--- src/rtl/alu_mdu_pkg.sv ---
// Shared definitions for the multiply/divide unit: op encodings, FSM states, default width.
package alu_mdu_pkg;

  localparam int WIDTH_DEF = 32;

  localparam logic [3:0] OP_MULT  = 4'd0;
  localparam logic [3:0] OP_MULTU = 4'd1;
  localparam logic [3:0] OP_MADD  = 4'd2;
  localparam logic [3:0] OP_MADDU = 4'd3;
  localparam logic [3:0] OP_DIV   = 4'd4;
  localparam logic [3:0] OP_DIVU  = 4'd5;
  localparam logic [3:0] OP_MTHI  = 4'd6;
  localparam logic [3:0] OP_MTLO  = 4'd7;

  typedef enum logic [1:0] {
    IDLE,
    CALC,
    FIX,
    DONE
  } state_t;

  function automatic logic op_is_signed(input logic [3:0] op);
    return (op == OP_MULT) || (op == OP_MADD) || (op == OP_DIV);
  endfunction

endpackage

--- src/rtl/alu_mdu_divider.sv ---
// Restoring divide core on unsigned magnitudes: load latches operands, each step retires one
// quotient bit; after WIDTH steps the quotient and remainder are final.
module alu_mdu_divider #(
  parameter int WIDTH = 32
) (
  input  logic             i_clk,
  input  logic             i_rst,
  input  logic             i_load,
  input  logic             i_step,
  input  logic [WIDTH-1:0] i_dividend,
  input  logic [WIDTH-1:0] i_divisor,
  output logic [WIDTH-1:0] o_quotient,
  output logic [WIDTH-1:0] o_remainder
);

  logic [WIDTH-1:0] r_rem;
  logic [WIDTH-1:0] r_quo;
  logic [WIDTH-1:0] r_dvs;
  logic [WIDTH:0]   w_shift;
  logic [WIDTH:0]   w_trial;

  // Partial remainder stays below the divisor, so one extra bit holds the shifted value.
  assign w_shift = {r_rem, r_quo[WIDTH-1]};
  assign w_trial = w_shift - {1'b0, r_dvs};

  always_ff @(posedge i_clk or posedge i_rst) begin
    if (i_rst) begin
      r_rem <= '0;
      r_quo <= '0;
      r_dvs <= '0;
    end else if (i_load) begin
      r_rem <= '0;
      r_quo <= i_dividend;
      r_dvs <= i_divisor;
    end else if (i_step) begin
      if (w_trial[WIDTH]) begin
        r_rem <= w_shift[WIDTH-1:0];
        r_quo <= {r_quo[WIDTH-2:0], 1'b0};
      end else begin
        r_rem <= w_trial[WIDTH-1:0];
        r_quo <= {r_quo[WIDTH-2:0], 1'b1};
      end
    end
  end

  assign o_quotient  = r_quo;
  assign o_remainder = r_rem;

endmodule

--- src/rtl/alu_mdu_seq.sv ---
// Iterative MULT/MADD/DIV with HI/LO: done WIDTH+2 cycles after accept, MTHI/MTLO done next cycle.
// start ignored while busy, abort flushes CALC/FIX; divider present only with ALU_MDU_DIV_EN.
module alu_mdu_seq
  import alu_mdu_pkg::*;
#(
  parameter int WIDTH = WIDTH_DEF
) (
  input  logic             i_clk,
  input  logic             i_rst,
  input  logic             i_start,
  input  logic [3:0]       i_op,
  input  logic [WIDTH-1:0] i_a,
  input  logic [WIDTH-1:0] i_b,
  input  logic             i_abort,
  output logic             o_busy,
  output logic             o_done,
  output logic             o_div_by_zero,
  output logic [WIDTH-1:0] o_hi,
  output logic [WIDTH-1:0] o_lo
);

  localparam int CNT_W = $clog2(WIDTH + 1);

  state_t             r_state;
  state_t             w_next;
  logic [CNT_W-1:0]   r_cnt;
  logic [WIDTH-1:0]   r_hi;
  logic [WIDTH-1:0]   r_lo;
  logic [WIDTH-1:0]   r_mcand;
  logic [2*WIDTH-1:0] r_prod;
  logic [2*WIDTH-1:0] w_prod_s;
  logic [2*WIDTH-1:0] w_mul_res;
  logic [2*WIDTH-1:0] w_res;
  logic [WIDTH:0]     w_psum;
  logic               r_neg_p;
  logic               r_madd;
  logic               r_dbz;
  logic               r_mt_done;
  logic               w_accept;
  logic               w_div_op;
  logic               w_mt_op;
  logic               w_a_neg;
  logic               w_b_neg;
  logic [WIDTH-1:0]   w_a_mag;
  logic [WIDTH-1:0]   w_b_mag;

  assign w_div_op = (i_op == OP_DIV) || (i_op == OP_DIVU);
  assign w_mt_op  = (i_op == OP_MTHI) || (i_op == OP_MTLO);
  assign w_accept = i_start && (r_state == IDLE) && (i_op <= OP_MTLO);
  assign w_a_neg  = op_is_signed(i_op) && i_a[WIDTH-1];
  assign w_b_neg  = op_is_signed(i_op) && i_b[WIDTH-1];
  assign w_a_mag  = w_a_neg ? -i_a : i_a;
  assign w_b_mag  = w_b_neg ? -i_b : i_b;

  // Shift-add: multiplier sits in the low half of r_prod and drains out one bit per cycle.
  assign w_psum    = {1'b0, r_prod[2*WIDTH-1:WIDTH]} + (r_prod[0] ? {1'b0, r_mcand} : '0);
  assign w_prod_s  = r_neg_p ? -r_prod : r_prod;
  assign w_mul_res = w_prod_s + (r_madd ? {r_hi, r_lo} : '0);

`ifdef ALU_MDU_DIV_EN
  logic             r_is_div;
  logic             r_neg_r;
  logic             w_b_zero;
  logic             w_div_step;
  logic [WIDTH-1:0] w_quo;
  logic [WIDTH-1:0] w_rem;
  logic [WIDTH-1:0] w_quo_s;
  logic [WIDTH-1:0] w_rem_s;

  assign w_b_zero   = (i_b == '0);
  assign w_div_step = (r_state == CALC) && r_is_div;
  assign w_quo_s    = r_neg_p ? -w_quo : w_quo;
  assign w_rem_s    = r_neg_r ? -w_rem : w_rem;
  assign w_res      = r_is_div ? {w_rem_s, w_quo_s} : w_mul_res;

  alu_mdu_divider #(
    .WIDTH(WIDTH)
  ) u_div (
    .i_clk       (i_clk),
    .i_rst       (i_rst),
    .i_load      (w_accept),
    .i_step      (w_div_step),
    .i_dividend  (w_a_mag),
    .i_divisor   (w_b_mag),
    .o_quotient  (w_quo),
    .o_remainder (w_rem)
  );
`else
  assign w_res = w_mul_res;
`endif

  always_ff @(posedge i_clk or posedge i_rst) begin
    if (i_rst) r_state <= IDLE;
    else       r_state <= w_next;
  end

  always_comb begin
    w_next = r_state;
    case (r_state)
      IDLE: begin
        if (w_accept && !w_mt_op) begin
`ifdef ALU_MDU_DIV_EN
          w_next = (w_div_op && w_b_zero) ? DONE : CALC;
`else
          w_next = w_div_op ? DONE : CALC;
`endif
        end
      end
      CALC: begin
        if (i_abort)                            w_next = IDLE;
        else if (r_cnt == CNT_W'(WIDTH - 1))    w_next = FIX;
      end
      FIX:     w_next = i_abort ? IDLE : DONE;
      DONE:    w_next = IDLE;
      default: w_next = IDLE;
    endcase
  end

  always_ff @(posedge i_clk or posedge i_rst) begin
    if (i_rst) begin
      r_hi      <= '0;
      r_lo      <= '0;
      r_mcand   <= '0;
      r_prod    <= '0;
      r_cnt     <= '0;
      r_neg_p   <= 1'b0;
      r_madd    <= 1'b0;
      r_dbz     <= 1'b0;
      r_mt_done <= 1'b0;
`ifdef ALU_MDU_DIV_EN
      r_is_div  <= 1'b0;
      r_neg_r   <= 1'b0;
`endif
    end else begin
      r_mt_done <= 1'b0;
      if (w_accept) begin
        r_cnt   <= '0;
        r_mcand <= w_a_mag;
        r_prod  <= {{WIDTH{1'b0}}, w_b_mag};
        r_neg_p <= w_a_neg ^ w_b_neg;
        r_madd  <= (i_op == OP_MADD) || (i_op == OP_MADDU);
        r_dbz   <= 1'b0;
        if (i_op == OP_MTHI) begin
          r_hi      <= i_a;
          r_mt_done <= 1'b1;
        end
        if (i_op == OP_MTLO) begin
          r_lo      <= i_a;
          r_mt_done <= 1'b1;
        end
`ifdef ALU_MDU_DIV_EN
        r_is_div <= w_div_op;
        r_neg_r  <= w_a_neg;
        if (w_div_op && w_b_zero) begin
          r_hi  <= i_a;
          r_lo  <= '1;
          r_dbz <= 1'b1;
        end
`endif
      end
      if (r_state == CALC) begin
        r_cnt  <= r_cnt + CNT_W'(1);
        r_prod <= {w_psum, r_prod[WIDTH-1:1]};
      end
      // Writing on the FIX->DONE edge makes hi/lo valid in the same cycle as done.
      if ((r_state == FIX) && !i_abort) {r_hi, r_lo} <= w_res;
    end
  end

  assign o_busy        = (r_state != IDLE);
  assign o_done        = (r_state == DONE) || r_mt_done;
  assign o_div_by_zero = r_dbz && (r_state == DONE);
  assign o_hi          = r_hi;
  assign o_lo          = r_lo;

endmodule

--- config.mk ---
export PLATFORM = sky130hd
export DESIGN_NAME = alu_mdu_seq
export DESIGN_NICKNAME = d
export VERILOG_FILES = /design/src/rtl/alu_mdu_pkg.sv /design/src/rtl/alu_mdu_divider.sv /design/src/rtl/alu_mdu_seq.sv
export SDC_FILE = /design/constraint.sdc
export NUM_CORES = 1
export LEC_CHECK = 0
export CORE_MARGIN = 10
export CORE_UTILIZATION = 25
export CTS_CLUSTER_SIZE = 10
export DETAILED_ROUTE_END_ITERATION = 10
export GPL_TIMING_DRIVEN = 0
export HOLD_SLACK_MARGIN = 0.1
export PLACE_DENSITY = 0.47
export SETUP_SLACK_MARGIN = 0.5
export SYNTH_ARGS = -nofsm -noshare
export SYNTH_HDL_FRONTEND = slang
export SYNTH_SLANG_ARGS = --single-unit
--- constraint.sdc ---
create_clock -name i_clk -period 8.1 [get_ports i_clk]
set_input_delay 1.215 -clock i_clk [delete_from_list [all_inputs] [get_ports i_clk]]
set_output_delay 1.215 -clock i_clk [all_outputs]
set_load 0.02 [all_outputs]
# Word-level counts from Yosys, hierarchy flattened
# Cells that the tools add are included.
# totals
reg_bits	171
inputBits	72
output_inout_bits	67
elab_cells	77
# classes
n_addsub	6
n_lt_le_gt_ge	1
eq_ne	12
muxes	24
bitwise	1
reduce_logical	24
# ops
operator	n
two-way mux 32 bit	9
two-way mux 64 bit	4
adder 64 bit	1
negation 32 bit	2
negation 64 bit	1
adder 32 x 32 -> 33 bit	1
equality test 4 x 3 -> 1 bit (second input constant)	4
two-way mux 6 bit	2
two-way mux 2 bit	5
nonzero test 2 bit	5
equality test 4 x 2 -> 1 bit (second input constant)	2
one-hot mux 2 bit (4 select lines)	1
adder 6 x 1 -> 6 bit (second input constant)	1
equality test 6 x 5 -> 1 bit (second input constant)	1
logical AND 1 bit	6
logical OR 1 bit	6
AND reduction 2 bit	3
equality test 2 bit (second input constant)	2
<= comparator 4 x 3 -> 1 bit (second input constant)	1
zero test 4 bit	1
two-way mux 1 bit	3
!= test 3 bit (second input constant)	1
equality test 2 x 1 -> 1 bit (second input constant)	1
zero test 1 bit	2
3 further kinds	3

# Depth between registers and ports, before layout
# Gate-level depths: netlist of the first run.
# logic_depth
word_depth	7
ltp_mapped	22
mapped_depth_nobuf	21

# Least setup slack after synthesis of the first run
# Ideal clock, no wire load.
# synth_path
kind	reg-to-reg
startpoint	register r_prod[28]
endpoint	register r_hi[31], in the netlist o_hi[31]
setup_time_ps	96
t_arrival_ps	4822
required_ps	8004
path_slack_ps	3182
stages_incl_launch_ff	20
n_path_buf	1
synth_period_minus_slack_ps	4918
cell_sequence	dfrtp_1 or4_4 or3_1 or4_1 or3_1 or4_4 nor2_4 nand2_4 o21ai_0 xnor2_1 ha_1 clkbuf_1 a21o_1 o211ai_1 nand2_1 a21oi_1 o21bai_1 nor3_1 nor2_1 nor4_2
# synth_via
elab_chain_cells	4
# synth_rtl
item	line	source
start, declared	alu_mdu_seq.sv:30	logic [2*WIDTH-1:0] r_prod;
start signal, assigned	alu_mdu_seq.sv:139	r_prod <= {{WIDTH{1'b0}}, w_b_mag};
start signal, assigned	alu_mdu_seq.sv:163	r_prod <= {w_psum, r_prod[WIDTH-1:1]};
negation 64 bit	alu_mdu_seq.sv:57	assign w_prod_s = r_neg_p ? -r_prod : r_prod;
two-way mux 64 bit *	alu_mdu_seq.sv:57	
adder 64 bit *	alu_mdu_seq.sv:58	assign w_mul_res = w_prod_s + (r_madd ? {r_hi, r_lo} : '0);
two-way mux 32 bit *	alu_mdu_seq.sv:166	if ((r_state == FIX) && !i_abort) {r_hi, r_lo} <= w_res;
end signal, assigned	alu_mdu_seq.sv:144	r_hi <= i_a;
end signal, assigned	alu_mdu_seq.sv:166	
end, declared	alu_mdu_seq.sv:27	logic [WIDTH-1:0] r_hi;
# Every way passes the cells marked *; elsewhere a longest branch is shown, timed or not.
# A chain may end at the register's enable or synchronous reset.

# Worst setup path after layout of the first run
# layout_path
startpoint	register r_prod[0]
endpoint	register r_hi[31], in the netlist o_hi[31]
# Same word-level chain as after synthesis.

==> reports/qor.yml, run 1 <==
run_status:
  outcome: "complete, no violations"
place:
  dpl.cell_count: 2939
  portBuffers: 136
  dp.final_hpwl_mm: 53.08
  routabilityCongestion: 0.9069
  place_area_um2: 18130
  place_ws_ns: 1.698
logic_synthesis:
  synth_cell_types: 76
  yosysWarningCount: 0
  yosys.area_share.simple_pct: 21.71
  synth_seq_cells: 171
  ys_seq_area_share_pct: 27.28
  syn_inst: 1965
  synth_xor_area_share_pct: 10.99
  synthTopCellsByArea: "dfrtp_1 27%, ha_1 7.9%, o21ai_0 7.5%, xnor2_1 7.3%, nand2_1 5.1%"
  syn_nets: 2138
  synthMuxAreaShare_pct: 3.263
  synth-async-reset-ratio_pct: 100.0
  ys.flop_type: "dfrtp_1"
  netlist_area_um2: 15690
  synth_top_family_by_area: "compound AO/OA/AOI/OAI gates"
  synth_compound_area_share_pct: 25.01
  syn_area_per_cell_um2: 7.982
  synth-edff-count: 0
  synth_top_area_share_pct: 27.28
  synth_top_cell_by_area: "dfrtp_1"
  synthAdderAreaFrac_pct: 8.153
  synthMostInstantiatedCell: "o21ai_0"
  yosys-top-cells-count: "234 x o21ai_0, 215 x nand2_1, 171 x dfrtp_1"
power_and_ir_drop:
  internal-power_mw: 3.030
  peakVddDrop_v: 0.0001792
  comb_power_share_pct: 56.4
  clkPwrFrac_pct: 15.5
  switching_share_pct: 48.67
  pwr-share-seq_pct: 28.1
  p_sw_mw: 2.873
  total_power_mw: 5.903
  power_density_nw_per_um2: 315.1
  p_leak_nw: 7.580
worst_setup_path:
  critical_path_depth: 18
  cp_num_buf_inv: 2
  rr_startpoint: "r_prod[0]"
  startpoint: "r_prod[0]"
  start_kind: "register"
  cp.required_ns: 8.49
  critPathCaptureType: "register"
  worstSetupPathType: "register to register"
  path_cells: "inv_1 > ha_1 > or4b_2 > or2_2 > or2_2 > o41ai_1 > xnor2_1 > ha_1 > clkbuf_1 > a21oi_1 > o21a_1 > o2111ai_1 > or3_1 > a211oi_1 > nor4b_1 > nor3_1 > nor2_1 > nor4_2"
  cpMaxStageDelayCell: "nor3_1"
  slowest_delay_ns: 0.79
  cp_max_fo: 9
  path_delay_family: "simple AND/OR/NAND/NOR gates"
  reg2reg_depth: 18
  arrival_ns: 6.86
floorplanning:
  rows: 91
  die_w_um: 270.5
  die-area_um2: 73160
  start_util_pct: 25.32
  io_pins: 139
  die_height_um: 270.5
  coreArea_um2: 61940
timing:
  slew_headroom_pct: 6.212
  rsz0062_at_grt: "no"
  fin_skew_ns: 0.01425
  hold_violations: 0
  fmax_ghz: 0.1543
  post-route-period-util_pct: 80.00
  setup_viol: 0
  tightest_slew_ns: 1.396
  final_max_slew_viol_count: 0
  period_minus_slack_ns: 6.480
  setup_slack_ns: 1.620
clocking:
  holdBufCountCts: 0
  cts_root_buf: "clkbuf_16"
  cts_tree: "built"
  cts.sinks: 171
  post-cts-setup-buffers: 0
  cts.clk_slew.worst_paths_ns: 0.08
  ctsResizeCount: 0
  cts-buffers-inserted: 17
  clk_path_buf_depth: 2
  cts-htree-levels: 4
  clock_latency_ns: 0.47
grt:
  grt_max_degree: 113
  grt_pass1_wl_mm: 98.34
  grt_remaining_overflow: 0
  grt_pass1_vias: 15450
  grt_antenna_before_repair: 6
  grt_usage_pct: 17.54
run:
  drv_cap: 0
drt:
  route.detailed.drc: 0
  dr_total_vias: 15620
  wirelength_mm: 66.08
  first_iter_violations: 1438
  dr.pass1.iters: 5
  ant_nets: 0
  wl_per_cell_um: 22.24
  avgViaCountPerCell: 5.257
layout:
  layout.nets: 2294
  nFillCells: 6735
  area_growth_pct: 19.45
  drive_above_1_share_pct: 3.329
  stdcell_count: 2971
  fin_area_um2: 18740
hold_path:
  min-delay-start: "r_mcand[31]"
  hold_depth: 2
  hold_class: "register to register"
[layout make-up]
| class | count | area [µm²] | area share [%] |
|---|---|---|---|
| Sequential cell | 171 | 4279 | 22.84 |
| Tap cell | 837 | 1047 | 5.590 |
| Antenna cell | 1 | 2.502 | 0.01336 |
| Multi-Input combinational cell | 1646 | 10850 | 57.89 |
| Inverter | 36 | 142.6 | 0.7613 |
| Buffer | 112 | 425.4 | 2.271 |
| Clock inverter | 12 | 161.4 | 0.8615 |
| Timing Repair Buffer | 137 | 1389 | 7.413 |
| Clock buffer | 19 | 442.9 | 2.364 |
[metal layers]
metal | part of all wire, % | global-route usage (%) | wire length (µm) | vias up
li1 | - | - | - | 7450
met1 | 45 | 23.02 | 29930 | 7635
met2 | 46 | 28.50 | 30280 | 472
met3 | 6.7 | 4.137 | 4409 | 63
met4 | 2.2 | 4.352 | 1455 | 0
met5 | 0 | 0 | 0 | -
[metrics by stage]
| step | hold WS, ns | setup TNS (ns) | utilization (%) |
|---|---|---|---|
| 2_1_floorplan | 0.4424 | 0 | - |
| 3_3_place_gp | 0.4605 | -167.06 | 29.21 |
| 3_5_place_dp | 0.4663 | 0 | 29.27 |
| 4_1_cts | 0.4814 | 0 | 30.24 |
| 5_1_grt | 0.5171 | 0 | 30.24 |
| 6_report | 0.4764 | 0 | 30.25 |
[tightest hold or removal path, delay by kind of cell, from the launching register on]
kind	cells	cell delay, ns
simple gates	1	0.05
flops	1	0.34
compound gates	1	0.06
[kinds of logic (layout without fill, tap and decap cells)]
logic type / after synthesis / after routing
DFF: 171 / 171
muxes: 50 / 50
buffers and inverters: 148 / 316
adders and majority gates: 101 / 101
AOI/OAI and AO/OA: 633 / 633
other: 1 / 2
xor gates and xnor gates: 196 / 196
and+or+nand+nor: 665 / 665
[worst paths after layout]
| kind | endpoint | slack (ns) |
|---|---|---|
| setup reg to reg | o_hi[31] | 1.62 |
| setup / recovery | o_hi[31] | 1.62 |
| min in group asynchronous | r_prod[8] | 1.17 |
| hold / removal | r_mcand[31] | 0.48 |
| hold reg to reg | r_mcand[31] | 0.48 |
| max in group asynchronous | o_hi[21] | 5.91 |
[cells in the final DEF (no fill, tap or decap), drive strengths merged, types with 33 or more instances in the layout]
| cell | count |
|---|---|
| xnor2 | 130 |
| clkdlybuf4s50 | 136 |
| a21oi | 135 |
| a21o | 44 |
| ha | 99 |
| dfrtp | 171 |
| inv | 40 |
| nand2 | 216 |
| nand3 | 61 |
| xor2 | 66 |
| o31ai | 40 |
| nor2 | 80 |
| o21ai | 237 |
| nor3 | 33 |
| and2 | 106 |
| mux2i | 41 |
| clkbuf | 120 |
[power by group through the flow]
stage | Clock (mW) | Combinational (mW) | Sequential (mW)
after detailed placement | 0 | 3.32 | 1.67
after CTS | 0.933 | 3.34 | 1.66
after global placement | 0 | 3.30 | 1.67
final | 0.913 | 3.33 | 1.66
after floorplan | 0 | 2.06 | 1.66
after global routing | 0.965 | 3.68 | 1.71
[flip-flops by register name (all words and copies together) (netlist names)]
signal	cells
o_hi	32
o_lo	32
r_cnt	6
r_madd	1
r_mcand	32
r_mt_done	1
r_neg_p	1
r_prod	64
r_state	2
No activity file was read; power rests on OpenSTA's default activity.
==> run 2, diff against run 1 <==
clock period = 6.4 ns   (was 8.1 ns; I/O delays follow)
==> run 2 against run 1 <==
  * Register-to-register slack worse by 0.94 ns
  * Cell count stayed put
  * Worst hold slack is essentially flat
  * Clock-buffer cell count stayed put
  * Sequential share of layout area down 0.11 points
  * Largest cell class unchanged
  * Non-clock buffer count grew 1
  * Flip-flop and latch count did not move
  * Wire length hardly changed
  * Worst setup slack got worse by 0.94 ns
==> reports/qor.yml, run 2 (synthesis results as in run 1) <==
run_status:
  outcome: "complete, no violations"
clocking:
  cts-htree-levels: 4
  cts_tree: "built"
  cts_root_buf: "clkbuf_16"
  clock_latency_ns: 0.47
  cts.sinks: 171
  cts.clk_slew.worst_paths_ns: 0.08
  clk_path_buf_depth: 2
  cts-buffers-inserted: 17
worst_setup_path:
  cp_num_buf_inv: 1
  cpMaxStageDelayCell: "nor4_1"
  arrival_ns: 6.10
  cp.required_ns: 6.78
  critical_path_depth: 14
  path_cells: "or4_4 > or3_1 > nor4_1 > nand4_1 > o41ai_1 > xnor2_1 > ha_1 > clkbuf_1 > nand4_1 > nor3_1 > nor4b_2 > nor3_4 > and3_1 > nor4_2"
  cp_max_fo: 9
  start_kind: "register"
  critPathCaptureType: "register"
  cp_common_cell: "nand4_1"
  worstSetupPathType: "register to register"
  reg2reg_depth: 14
  slowest_delay_ns: 0.73
  path_delay_family: "simple AND/OR/NAND/NOR gates"
floorplanning:
  die-area_um2: 73160
  die_w_um: 270.5
  rows: 91
  start_util_pct: 25.32
  die_height_um: 270.5
  io_pins: 139
  coreArea_um2: 61940
timing:
  slew_headroom_pct: 3.457
  setup_tns_ns: 0
  rsz0062_at_grt: "yes"
  final_max_slew_viol_count: 0
  fmax_ghz: 0.1749
  period_minus_slack_ns: 5.719
  hold_violations: 0
  fin_skew_ns: 0.01429
  tightest_slew_ns: 1.437
  whs_ns: 0.4764
  setup_viol: 0
  post-route-period-util_pct: 89.36
layout:
  final_cell_mix: "231 x o21ai_0, 215 x nand2_1, 170 x dfrtp_1"
  ff_latch_area_um2: 4280
  antennaDiodeCount: 0
  layout_commonest_cell: "o21ai_0"
  layout.nets: 2295
  multi_input_comb_area_um2: 10930
  fin_area_um2: 18830
  fin_util_pct: 30.40
  drive_above_1_share_pct: 4.077
  nFillCells: 6732
  area_growth_pct: 20.05
  largest_register_ff_count: 64
  regMostFlops: "r_prod"
power_and_ir_drop:
  switching_share_pct: 48.68
  p_leak_nw: 7.636
  clkPwrFrac_pct: 15.4
  comb_power_share_pct: 56.5
  power_density_nw_per_um2: 397.6
  peakVddDrop_v: 0.0002259
  total_power_mw: 7.486
  internal-power_mw: 3.842
  pwr-share-seq_pct: 28.1
  p_sw_mw: 3.644
place:
  routabilityCongestion: 0.9069
  place_area_um2: 18130
  portBuffers: 136
  dp.final_hpwl_mm: 53.08
grt:
  grt_pass1_vias: 15470
  grt_max_degree: 113
  grt_pass1_wl_mm: 98.38
  grt_usage_pct: 17.54
  grt_remaining_overflow: 0
  grt_antenna_before_repair: 6
hold_path:
  hold_depth: 2
  hold_class: "register to register"
drt:
  wl_per_cell_um: 22.25
  dr.pass1.iters: 5
  route.detailed.drc: 0
  wirelength_mm: 66.11
  first_iter_violations: 1443
  avgViaCountPerCell: 5.264
  ant_nets: 0
  dr_total_vias: 15640
run:
  drv_cap: 0
-- run 2: power by group through the flow --
| stage | clock network, mW | registers, mW | logic [mW] |
|---|---|---|---|
| CTS | 1.18 | 2.10 | 4.24 |
| global route | 1.22 | 2.16 | 4.67 |
| global placement | 0 | 2.11 | 4.18 |
| finish | 1.15 | 2.10 | 4.23 |
| floorplan | 0 | 2.11 | 2.61 |
| detailed placement | 0 | 2.12 | 4.20 |
-- run 2: per-stage QoR --
stage	instances	setup slack, ns
floorplan	1965	0.8082
global placement	2938	-2.454
detailed placement	2939	-0.001586
CTS	2970	0.5040
global route	2971	0.4615
finish	2971	0.6812
-- run 2: worst reg2reg max path, stage by stage, from the launching register on --
cell,delay [ns]
dfrtp_1,0.48
or4_4,0.58
or3_1,0.36
nor4_1,0.73
nand4_1,0.70
o41ai_1,0.53
xnor2_1,0.23
ha_1,0.32
clkbuf_1,0.27
nand4_1,0.19
nor3_1,0.36
nor4b_2,0.36
nor3_4,0.13
and3_1,0.20
nor4_2,0.20
-- run 2: final cells by class --
cell class                 instances  share of cell area, %
buffer                           112                  2.273
tap                              837                  5.562
clock inverter                    12                 0.8572
clock buffer                      19                  2.352
timing repair buffer             138                  7.416
multi-input combinational       1646                  58.05
inverter                          36                 0.7575
sequential                       171                  22.73
-- run 2: what timing repair did --
| item | in CTS | in global routing |
|---|---|---|
| pin swaps | 1 | 3 |
| endpoints found under the setup margin | 12 | 18 |
| setup buffers | 0 | 1 |
| gates resized for setup | 9 | 15 |
| hold buffers | 0 | 0 |
| endpoints found under the hold margin | 0 | 0 |
-- run 2: routing by layer --
metal	vias up	global-route usage, %	part of all wire, %
met3	68	4.084	6.4
met5	-	0	0
met1	7663	23.04	45
met4	0	4.352	2.3
met2	467	28.51	46
li1	7440	-	-
-- run 2: path summary, 6_finish.rpt --
path	from	end	slack, ns
max	r_prod[28]	o_hi[31]	0.68
min	r_mcand[31]	r_mcand[31]	0.48
max reg2reg	r_prod[28]	o_hi[31]	0.68
min reg2reg	r_mcand[31]	r_mcand[31]	0.48
max in group asynchronous	i_rst	r_prod[50]	4.47
min in group asynchronous	i_rst	r_prod[8]	0.92
==> run 3, diff against run 2 <==
CORE_UTILIZATION = 49   (was 25)
PLACE_DENSITY = 0.76   (was 0.47)
==> run 3 against run 2 <==
  * Maximum frequency down 1.0%
  * Total power decreased by 1.4%
  * First-iteration DRC count rose by 5.1%
  * Final area is 2.9% lower
  * Clock-buffer cell count is 2 higher
  * Critical path type unchanged
  * Critical endpoint is now o_hi[29]
==> reports/qor.yml, run 3 (synthesis results as in run 1) <==
run_status:
  outcome: "complete, no violations"
floorplanning:
  die_height_um: 198.9
  coreArea_um2: 31560
  die-area_um2: 39570
  io_pins: 139
  die_w_um: 198.9
  start_util_pct: 49.71
  rows: 65
clocking:
  holdBufCountCts: 0
  cts_root_buf: "clkbuf_16"
  clock_latency_ns: 0.47
  cts.sinks: 171
  cts.clk_slew.worst_paths_ns: 0.08
  cts-buffers-inserted: 17
  cts_tree: "built"
  clk_path_buf_depth: 2
  cts-htree-levels: 4
layout:
  area_growth_pct: 16.57
  fin_area_um2: 18280
  fin_util_pct: 57.94
  stdcell_count: 2541
  layout.nets: 2297
  regMostFlops: "r_prod"
  largest_register_ff_count: 64
  drive_above_1_share_pct: 4.258
  layout_commonest_cell: "o21ai_0"
  final_cell_mix: "233 x o21ai_0, 215 x nand2_1, 170 x dfrtp_1"
power_and_ir_drop:
  power_density_nw_per_um2: 403.6
  total_power_mw: 7.379
  peakVddDrop_v: 0.0002380
  p_leak_nw: 7.631
run:
  drv_cap: 0
timing:
  tightest_slew_ns: 1.191
  slew_headroom_pct: 19.97
  setup_tns_ns: 0
  fin_skew_ns: 0.01950
  hold_violations: 0
  post-route-period-util_pct: 90.28
  rsz0062_at_grt: "no"
  setup_viol: 0
  final_max_slew_viol_count: 0
  period_minus_slack_ns: 5.778
  fmax_ghz: 0.1731
drt:
  dr_total_vias: 15900
  first_iter_violations: 1516
  avgViaCountPerCell: 6.257
  ant_nets: 0
  wl_per_cell_um: 22.47
  wirelength_mm: 57.09
  route.detailed.drc: 0
  dr.pass1.iters: 6
worst_setup_path:
  arrival_ns: 6.16
  cp_common_cell: "nand2_1"
  worstSetupPathType: "register to register"
  slowest_delay_ns: 0.59
  path_delay_family: "simple AND/OR/NAND/NOR gates"
  start_kind: "register"
  cp.required_ns: 6.78
  cp_max_fo: 9
  cpMaxStageDelayCell: "or4_1"
  critPathCaptureType: "register"
  cp_num_buf_inv: 1
  path_cells: "or4_1 > or3_1 > nor4_4 > nand2_1 > o31ai_1 > xnor2_1 > ha_1 > clkbuf_1 > nand2_1 > nor2b_1 > nand4_1 > nor3_4 > a211oi_4 > o31ai_2 > a21oi_2 > o311a_1 > nor3_1"
place:
  portBuffers: 136
  dpl.cell_count: 2504
  place_area_um2: 17580
  routabilityCongestion: 1.014
  dp.final_hpwl_mm: 44.80
grt:
  grt_antenna_before_repair: 1
  grt_pass1_vias: 15220
  grt_remaining_overflow: 0
  grt_pass1_wl_mm: 86.91
  grt_usage_pct: 28.44
  grt_max_degree: 125
hold_path:
  hold_class: "register to register"
==> run 3: cell count changes in the layout (fill, tap and decap cells not counted), moves of 2 or more <==
cell	change
clkbuf_8	+2
diode_2	+2
buf_4	+2
bufinv_16	-2
o21ai_1	-2
clkinv_4	+2
o21ai_0	+2
nor3_2	+2
==> run 3: worst register-to-register path, cell delays in order, from the launching register on <==
cell	delay, ns
dfrtp_2	0.52
or4_1	0.59
or3_1	0.48
nor4_4	0.45
nand2_1	0.17
o31ai_1	0.27
xnor2_1	0.22
ha_1	0.33
clkbuf_1	0.28
nand2_1	0.16
nor2b_1	0.28
nand4_1	0.27
nor3_4	0.36
a211oi_4	0.14
o31ai_2	0.41
a21oi_2	0.19
o311a_1	0.39
nor3_1	0.18
==> run 3: path summary, 6_finish.rpt <==
| path | from | to | slack (ns) | cells after the start |
|---|---|---|---|---|
| setup / recovery | r_prod[0] | o_hi[29] | 0.62 | 17 |
| setup reg to reg | r_prod[0] | o_hi[29] | 0.62 | 17 |
| max in group asynchronous | i_rst | r_mcand[1] | 4.51 | 3 |
| hold / removal | r_mcand[21] | r_mcand[21] | 0.48 | 2 |
| hold reg to reg | r_mcand[21] | r_mcand[21] | 0.48 | 2 |
| min in group asynchronous | i_rst | r_prod[8] | 0.91 | 2 |
==> run 3: per-layer routing <==
| layer | vias to the layer above | track usage (%) | share of wire [%] |
|---|---|---|---|
| li1 | 7462 | - | - |
| met1 | 7664 | 35.83 | 42 |
| met2 | 648 | 46.10 | 46 |
| met3 | 124 | 4.495 | 7.0 |
| met4 | 0 | 14.69 | 5.0 |
| met5 | - | 0 | 0 |
==> run 3: cell type report <==
class	count	area [µm²]
Buffer	112	427.9
Multi-Input combinational cell	1646	10930
Sequential cell	171	4280
Tap cell	402	503.0
Clock buffer	21	470.5
Clock inverter	11	110.1
Fill cell	2947	13270
Timing Repair Buffer	140	1411
Inverter	36	142.6
Antenna cell	2	5.005
==> run 3: timing repair <==
| item | 4_1_cts | 5_1_grt |
|---|---|---|
| buffers inserted | 0 | 3 |
| gates resized for setup | 8 | 14 |
| endpoints found under the setup margin | 11 | 17 |
| pin swaps | 0 | 2 |
==> run 3: per-stage QoR <==
step | hold slack, ns | setup slack [ns]
6_report | 0.4763 | 0.6218
5_1_grt | 0.5006 | 0.4969
4_1_cts | 0.4789 | 0.5573
3_5_place_dp | 0.4632 | 0.1600
3_3_place_gp | 0.4574 | -1.804
2_1_floorplan | 0.4424 | 0.8082
==> run 3: report_power, final <==
| group | switching [mW] | internal [mW] | total, mW | leakage [nW] |
|---|---|---|---|---|
| clock | 0.513 | 0.573 | 1.09 | 0.277 |
| combinational | 2.50 | 1.71 | 4.21 | 5.20 |
| sequential | 0.583 | 1.51 | 2.09 | 2.16 |
